File: config.mk
export PLATFORM = sky130hd
export DESIGN_NAME = move_scan_ctrl_flat
export DESIGN_NICKNAME = d
export VERILOG_FILES = /design/src/rtl/move_scan_ctrl_if.sv /design/src/rtl/move_scan_ctrl.sv /design/src/flat_wrapper.sv
export SDC_FILE = /design/constraint.sdc
export NUM_CORES = 1
export LEC_CHECK = 0
export BUFFER_PORTS_ARGS = -buffer_cell sky130_fd_sc_hd__buf_4
export CAP_MARGIN = 20
export CORE_MARGIN = 2
export CORE_UTILIZATION = 45
export DETAILED_ROUTE_END_ITERATION = 16
export PLACE_DENSITY = 0.74
export SLEW_MARGIN = 15
export SYNTH_ARGS = -nofsm -noshare
export SYNTH_HDL_FRONTEND = slang
export SYNTH_SLANG_ARGS = --single-unit
File: constraint.sdc
create_clock -name clk -period 3.2 [get_ports clk]
set_input_delay 0.64 -clock clk [delete_from_list [all_inputs] [get_ports clk]]
set_output_delay 0.64 -clock clk [all_outputs]
set_load 0.03 [all_outputs]
File: src/rtl/move_scan_ctrl_if.sv
// Checker bus between move_scan_ctrl and the shared per-square move checker.
//   chk_x, chk_y       : square coordinates under test (column, row)
//   chk_player_black   : player the move is checked for
//   chk_board          : 64 cells x 2 bits (00 empty, 01 black, 10 white, 11 occupied)
//   chk_valids         : checker result, one valid bit per direction
// master = scan sequencer (drives the square and board), slave = checker.
interface move_scan_ctrl_if;
  logic [2:0]   chk_x;
  logic [2:0]   chk_y;
  logic         chk_player_black;
  logic [127:0] chk_board;
  logic [7:0]   chk_valids;

  modport master (
    output chk_x,
    output chk_y,
    output chk_player_black,
    output chk_board,
    input  chk_valids
  );

  modport slave (
    input  chk_x,
    input  chk_y,
    input  chk_player_black,
    input  chk_board,
    output chk_valids
  );
endinterface

File: src/rtl/move_scan_ctrl.sv
// Legal-move scan sequencer: sweeps all 64 squares through the shared move checker
// and builds the legal-move mask, count and first legal square for one player.
// Ports:
//   clk, resetn      : clock, asynchronous active-low reset
//   start, abort     : start a scan (IDLE only) / cancel a scan synchronously
//   player_black_in  : player to scan for, sampled on an accepted start
//   board_in         : board, sampled on an accepted start
//   chk              : checker bus (master side)
//   busy, done       : scan in progress / one-cycle completion pulse
//   legal_mask       : bit i set when square i (= y*8 + x) is legal
//   legal_count      : popcount of legal_mask
//   has_move         : legal_count != 0
//   first_x, first_y : coordinates of the lowest-index legal square
module move_scan_ctrl #(
  parameter int unsigned CHECK_LAT = 2
) (
  input  logic                 clk,
  input  logic                 resetn,
  input  logic                 start,
  input  logic                 abort,
  input  logic                 player_black_in,
  input  logic [127:0]         board_in,
  move_scan_ctrl_if.master     chk,
  output logic                 busy,
  output logic                 done,
  output logic [63:0]          legal_mask,
  output logic [6:0]           legal_count,
  output logic                 has_move,
  output logic [2:0]           first_x,
  output logic [2:0]           first_y
);

  // Counter holds CHECK_LAT-1 at most.
  localparam int unsigned CntW = (CHECK_LAT > 2) ? $clog2(CHECK_LAT) : 1;

  typedef enum logic [2:0] {StIdle, StIssue, StWait, StSample, StFin} state_e;

  state_e        state_q, state_d;
  logic [5:0]    idx_q, idx_d;
  logic [CntW-1:0] cnt_q, cnt_d;
  logic [127:0]  board_q, board_d;
  logic          player_q, player_d;
  logic [63:0]   mask_q, mask_d;
  logic [6:0]    count_q, count_d;
  logic          has_q, has_d;
  logic [2:0]    fx_q, fx_d;
  logic [2:0]    fy_q, fy_d;
  logic          cell_empty;

  assign cell_empty = (board_q[{idx_q, 1'b0} +: 2] == 2'b00);

  always_comb begin
    state_d  = state_q;
    idx_d    = idx_q;
    cnt_d    = cnt_q;
    board_d  = board_q;
    player_d = player_q;
    mask_d   = mask_q;
    count_d  = count_q;
    has_d    = has_q;
    fx_d     = fx_q;
    fy_d     = fy_q;
    if (abort) begin
      // Abort also blocks a coincident start in IDLE.
      state_d = StIdle;
      idx_d   = '0;
      mask_d  = '0;
      count_d = '0;
      has_d   = 1'b0;
      fx_d    = '0;
      fy_d    = '0;
    end else begin
      unique case (state_q)
        StIdle: begin
          if (start) begin
            board_d  = board_in;
            player_d = player_black_in;
            idx_d    = '0;
            mask_d   = '0;
            count_d  = '0;
            has_d    = 1'b0;
            fx_d     = '0;
            fy_d     = '0;
            state_d  = StIssue;
          end
        end
        StIssue: begin
          if (!cell_empty) begin
            // Occupied squares are never legal; skip the checker entirely.
            if (idx_q == 6'd63) state_d = StFin;
            else                idx_d   = idx_q + 6'd1;
          end else begin
            cnt_d = CntW'(CHECK_LAT - 1);
            if (CHECK_LAT > 1) state_d = StWait;
            else               state_d = StSample;
          end
        end
        StWait: begin
          cnt_d = cnt_q - CntW'(1);
          if (cnt_q == CntW'(1)) state_d = StSample;
        end
        StSample: begin
          if (|chk.chk_valids) begin
            mask_d[idx_q] = 1'b1;
            count_d       = count_q + 7'd1;
            has_d         = 1'b1;
            if (!has_q) begin
              fx_d = idx_q[2:0];
              fy_d = idx_q[5:3];
            end
          end
          if (idx_q == 6'd63) begin
            state_d = StFin;
          end else begin
            idx_d   = idx_q + 6'd1;
            state_d = StIssue;
          end
        end
        StFin:   state_d = StIdle;
        default: state_d = StIdle;
      endcase
    end
  end

  always_ff @(posedge clk or negedge resetn) begin
    if (!resetn) begin
      state_q  <= StIdle;
      idx_q    <= '0;
      cnt_q    <= '0;
      board_q  <= '0;
      player_q <= 1'b0;
      mask_q   <= '0;
      count_q  <= '0;
      has_q    <= 1'b0;
      fx_q     <= '0;
      fy_q     <= '0;
    end else begin
      state_q  <= state_d;
      idx_q    <= idx_d;
      cnt_q    <= cnt_d;
      board_q  <= board_d;
      player_q <= player_d;
      mask_q   <= mask_d;
      count_q  <= count_d;
      has_q    <= has_d;
      fx_q     <= fx_d;
      fy_q     <= fy_d;
    end
  end

  // idx only moves on square transitions, so the checker inputs stay stable
  // from ISSUE through SAMPLE and hold their last value while idle.
  assign chk.chk_x            = idx_q[2:0];
  assign chk.chk_y            = idx_q[5:3];
  assign chk.chk_player_black = player_q;
  assign chk.chk_board        = board_q;

  assign busy        = (state_q != StIdle);
  assign done        = (state_q == StFin);
  assign legal_mask  = mask_q;
  assign legal_count = count_q;
  assign has_move    = has_q;
  assign first_x     = fx_q;
  assign first_y     = fy_q;

endmodule

File: src/flat_wrapper.sv
// flat-port wrapper written by rule: the top's interface ports become plain ports
module move_scan_ctrl_flat 
#(
  parameter int unsigned CHECK_LAT = 2
)
  (clk, resetn, start, abort, player_black_in, board_in, busy, done, legal_mask, legal_count, has_move, first_x, first_y, chk_chk_x, chk_chk_y, chk_chk_player_black, chk_chk_board, chk_chk_valids);
  move_scan_ctrl_if chk_i ();
  input  logic clk;
  input  logic resetn;
  input  logic start;
  input  logic abort;
  input  logic player_black_in;
  input  logic [127:0] board_in;
  output logic busy;
  output logic done;
  output logic [63:0] legal_mask;
  output logic [6:0] legal_count;
  output logic has_move;
  output logic [2:0] first_x;
  output logic [2:0] first_y;
  output wire logic [$bits(chk_i.chk_x)-1:0] chk_chk_x;
  output wire logic [$bits(chk_i.chk_y)-1:0] chk_chk_y;
  output wire logic [$bits(chk_i.chk_player_black)-1:0] chk_chk_player_black;
  output wire logic [$bits(chk_i.chk_board)-1:0] chk_chk_board;
  input wire logic [$bits(chk_i.chk_valids)-1:0] chk_chk_valids;
  assign chk_chk_x = chk_i.chk_x;
  assign chk_chk_y = chk_i.chk_y;
  assign chk_chk_player_black = chk_i.chk_player_black;
  assign chk_chk_board = chk_i.chk_board;
  assign chk_i.chk_valids = chk_chk_valids;
  move_scan_ctrl #(.CHECK_LAT(CHECK_LAT)) u_core (.clk(clk), .resetn(resetn), .start(start), .abort(abort), .player_black_in(player_black_in), .board_in(board_in), .chk(chk_i), .busy(busy), .done(done), .legal_mask(legal_mask), .legal_count(legal_count), .has_move(has_move), .first_x(first_x), .first_y(first_y));
endmodule
* Word-level counts from Yosys, hierarchy flattened *
Index checks and enable logic that the tools add are counted.

storage, ports and cells
  logic and storage cells = 81
  register bits = 217
  bits of input ports = 141

operators by class
  shift operators = 1
  reduce and logical (&&, ||, !) cells = 14
  add/sub/neg operators = 3
  multiplexer cells = 37
  bitwise gates (word level) = 2
  magnitude comparators = 2
  equality and inequality tests = 12

operators by type and width
  cell                                                                          count
  64-bit 2-to-1 mux                                                             3
  64-bit case mux with 2 select lines                                           1
  128-bit by 8-bit variable part select with 2-bit output                       1
  64-bit OR                                                                     1
  3-bit 2-to-1 mux                                                              13
  6-bit 2-to-1 mux                                                              4
  7-bit 2-to-1 mux                                                              3
  6-bit case mux with 3 select lines                                            1
  3-bit AND reduction                                                           5
  7-bit case mux with 2 select lines                                            1
  3-bit case mux with 2 select lines                                            2
  3-bit case mux with 4 select lines                                            1
  3-bit inequality test, second input constant                                  3
  8-bit OR reduction                                                            1
  7-bit by 1-bit adder with 7-bit output, second input constant                 1
  6-bit by 7-bit less-than comparator with 1-bit output, second input constant  1
  6-bit by 1-bit adder with 6-bit output, second input constant                 1
  1-bit demux with 6-bit select                                                 1
  3-bit by 2-bit == test with 1-bit output, second input constant               2
  6-bit == test, second input constant                                          1
  6-bit by 1-bit >= comparator with 1-bit output, second input constant         1
  3-bit by 2-bit inequality test with 1-bit output, second input constant       2
  3-bit nonzero test                                                            2
  1-bit 2-to-1 mux                                                              5
  other kinds (13)                                                              14

* Longest topological paths before layout *
  depth after elaboration = 8
  gate-level depth with buffers = 12
  mapped depth without buffers = 7

* Worst setup path before layout *
No wires, ideal clock.

  path kind = flip-flop to flip-flop
  start point = register u_core.idx_q[0]
  end point = register u_core.idx_q[1]
  path slack = 0.388 ns
  data required time = 3.073 ns
  data arrival time = 2.685 ns
  path buffers = 3
  clock period less this slack = 2.812 ns
  stages on the path, launching flop included = 11
  setup time = 0.127 ns
  cell sequence = dfrtp_1 -> buf_6 -> buf_8 -> mux4_2 -> nand2_1 -> a41oi_1 -> or4_4 -> nor4_4 -> buf_6 -> or3_1 -> o22ai_1

between the ends
  cells in the longest elaborated chain, start to end = 5
  elaborated cells on any way between the ends = 10
  those cells by class = add/sub: 1; eq/ne: 2; shift: 1; mux: 4; reduce/logical: 2

RTL lines
  item                                                                                             RTL line               source
  from (decl)                                                                                      move_scan_ctrl.sv:39   logic [5:0] idx_q, idx_d;
  from (signal assigned)                                                                           move_scan_ctrl.sv:139  idx_q <= idx_d;
  branches (longest 5 deep; another with 128-bit by 8-bit variable part select with 2-bit output)  n/a

Parallel ways; which one is timed is not known. The select of a mux whose other input is x is not followed.
A chain may end at the register's enable or synchronous reset.

* Worst setup path in the final report *
  start point = register u_core.idx_q[0]
  end point = register u_core.idx_q[0]

The elaborated chain is that of the path after synthesis.

==> out/summary.txt <==
Outcome = completed
Clk root buf = clkbuf_16
Clk_skew = 0.01107 ns
Wire per inst = 20.32 µm
CTS clk-pin slew, worst paths = 0.06 ns
Antenna violations before repair = 0
Overflow left after global routing = 0
Critical path class = flop to flop
Setup WS pre-CTS = 0.09053 ns
Antenna cells = 0
Synth top area share = 58.11%
Synth async-reset ratio = 100.0%
Initial Util = 46.03%
Top Ports = 356
Slew Limit Fails = 0
Die Ht = 148.1 µm
Hold Buf Count CTS = 0
Gpl congestion = 0.8603
First-pass GRT wire length = 43.59 mm
Vias per cell = 5.378
First-pass iteration count of the detailed router = 4
Core area = 20300 µm²
Clk_lat worst skew = 0.50 ns
FMAX = 0.3456 GHz
Sequential-to-total area share from yosys stat = 58.11%
Power Density = 783.0 nW/µm²
FF-to-FF path depth = 9
Crit-path cells = buf_4 -> mux4_2 -> mux2i_1 -> nand2_1 -> a22o_1 -> nor4_4 -> buf_4 -> or3_1 -> mux2i_1
Clock Path Buffers = 3
Crit path time final = 2.894 ns
Synth-to-layout area growth = 40.60%
Sink Count = 217
# DRC = 0
Worst-Margin Slew = 0.6837 ns
Worst Setup Start Kind = flop
CP Capture Type = flop
Final ANT Viol Nets = 0
Routed via count = 7405
Num CTS Buffers = 23
Period utilisation layout = 90.43%
Die width = 148.1 µm
Post-layout nets = 1236
CP max stage delay = 0.56 ns
Largest net degree at the start of global routing = 79
Slew margin rel. = 54.42%
Final core occ = 64.72%
Worst-path fanout max = 29
Final WL = 27.98 mm
Syn avg cell area = 12.68 µm²
Share of post-route cells with drive strength above 1 = 40.56%
Dpl hpwl = 20.48 mm
Final hold violation count = 0
Area contributors post-synth = dfrtp_1 (58%), mux2_1 (16%), mux4_2 (5.5%)
Max IR drop VDD = 0.6270 mV
Post-Syn Instances = 737
CTS H-Tree Depth = 1
Ys Warns = 0
Hold Path Class = input port to async pin
Final setup TNS = 0 ns
Cell row count = 52
CTS tree = done
Sequential cell area = 5433 µm²
DR iter-0 viols = 266
Netlist cell types = 58
Cell area after synthesis = 9344 µm²
Vias in the first global route = 7655
EDFF count, synth = 0
#FFs+latches synth = 217
Main flop type after synthesis = dfrtp_1
Total GRT Usage = 25.31%
Leak pwr = 6.230 nW
Mapped Nets = 880
Synth area leader = dfrtp_1
Port buffer count = 355
CP required = 3.57 ns
Multi-input gate area = 3675 µm²
Min setup slack post-route = 0.3063 ns
Slowest CP cell = mux4_2
Maxcap violations = 0
Final setup viols = 0
CP arrival = 3.27 ns
Layout fillers = 1615
Die area = 21930 µm²
RSZ-0062 raised after global routing = false
## worst max-delay path, delay by kind of cell, from the launching register on
| family | cells | cell delay (ns) |
|---|---|---|
| buf+inv | 2 | 0.62 |
| compound gates | 1 | 0.30 |
| mux | 3 | 0.78 |
| flops | 1 | 0.55 |
| simple gates | 3 | 0.48 |
## logic make-up after synthesis
kind of cell / share of synthesized area [%]
compound gates: 6.481
xor+xnor: 0.2813
fa+ha+maj: 0.2678
buf+inv: 2.611
flops: 58.11
mux: 22.55
simple gates: 9.695
## metal layers
| layer | up-vias | global-route usage (%) | part of all wire (%) |
|---|---|---|---|
| met1 | 3683 | 32.36 | 39 |
| met5 | - | 0 | 0 |
| met4 | 0 | 9.524 | 3.8 |
| met2 | 310 | 42.45 | 50 |
| li1 | 3355 | - | - |
| met3 | 57 | 5.736 | 7.4 |
## what timing repair did
| action | CTS | global route |
|---|---|---|
| gates resized for setup | 0 | 0 |
| setup endpoints to repair | 0 | 6 |
| endpoints found under the hold margin | 0 | 0 |
| buffers inserted | 0 | 1 |
## path summary, 6_finish.rpt
path	endpoint	startpoint	slack, ns
setup / recovery	u_core.idx_q[0]	u_core.idx_q[0]	0.31
hold / removal	u_core.legal_mask[26]	resetn	0.12
setup reg to reg	u_core.idx_q[0]	u_core.idx_q[0]	0.31
hold reg to reg	u_core.legal_mask[63]	u_core.legal_mask[63]	0.49
max in group asynchronous	u_core.chk.chk_board[5]	resetn	2.27
min in group clk	u_core.chk.chk_board[64]	board_in[64]	0.34
## layout make-up
type | instances | share of cell area, %
Inverter | 8 | 0.2286
Multi-Input combinational cell | 464 | 27.97
Clock buffer | 31 | 5.067
Sequential cell | 217 | 41.35
Clock inverter | 8 | 0.7143
Timing Repair Buffer | 379 | 22.10
Tap cell | 270 | 2.571
## power by group
group          switching [W]  leakage (nW)  internal [W]
combinational        0.00213          3.12       0.00153
clock                0.00109         0.381       0.00161
sequential          0.000582          2.73       0.00335
total                0.00379          6.23       0.00649
## registers in the layout, indices dropped and copies added, names as in the netlist
name	cells
u_core.has_move	1
u_core.legal_count	7
u_core.cnt_q	1
u_core.idx_q	6
u_core.first_x	3
u_core.chk.chk_board	128
u_core.state_q	3
u_core.first_y	3
u_core.chk.chk_player_black	1
u_core.legal_mask	64
## cell usage after synthesis (3+ instances only)
| master | number |
|---|---|
| nand2_1 | 31 |
| mux4_2 | 23 |
| clkbuf_1 | 26 |
| nand2b_1 | 4 |
| inv_1 | 7 |
| dfrtp_1 | 217 |
| o21ai_1 | 10 |
| xor2_1 | 3 |
| o31ai_1 | 3 |
| nand4_1 | 5 |
| buf_1 | 15 |
| nor3_1 | 12 |
| mux2_1 | 129 |
| mux2i_1 | 11 |
| a21oi_1 | 66 |
| o211ai_1 | 3 |
| or4_1 | 4 |
| and3b_1 | 3 |
| nor2_1 | 87 |
| a211oi_1 | 4 |
| or3_1 | 3 |
| nand3_1 | 19 |
| buf_2 | 3 |
| o21ai_0 | 4 |
| nor3b_1 | 5 |
## metrics by stage
| stage | area, µm² | instances | total power [W] | hold WS (ns) |
|---|---|---|---|---|
| floorplan | 9344 | 737 | 0.006020 | 0.3444 |
| global placement | 12370 | 1337 | 0.007590 | 0.4763 |
| detailed placement | 12370 | 1337 | 0.007644 | 0.4814 |
| CTS | 13130 | 1376 | 0.01036 | 0.1407 |
| global route | 13140 | 1377 | 0.01073 | 0.1478 |
| finish | 13140 | 1377 | 0.01029 | 0.1189 |
## cell usage in the layout (no fill, tap or decap), types with 4 or more instances in the layout
cell | netlist | routed
dfrtp_1 | 217 | 215
nor3_1 | 12 | 12
a21oi_1 | 66 | 66
buf_4 | 1 | 374
o21ai_0 | 4 | 4
clkbuf_16 | 0 | 23
nand3_1 | 19 | 19
nor2_1 | 87 | 87
or4_1 | 4 | 4
clkbuf_8 | 0 | 6
mux2_1 | 129 | 129
mux4_2 | 23 | 23
nand2b_1 | 4 | 4
clkinv_2 | 0 | 5
nor3b_1 | 5 | 5
a211oi_1 | 4 | 4
buf_12 | 0 | 4
inv_1 | 7 | 7
mux2i_1 | 11 | 11
o21ai_1 | 10 | 10
nand2_1 | 31 | 31
nand4_1 | 5 | 5
(Power assumes the default switching activity.)
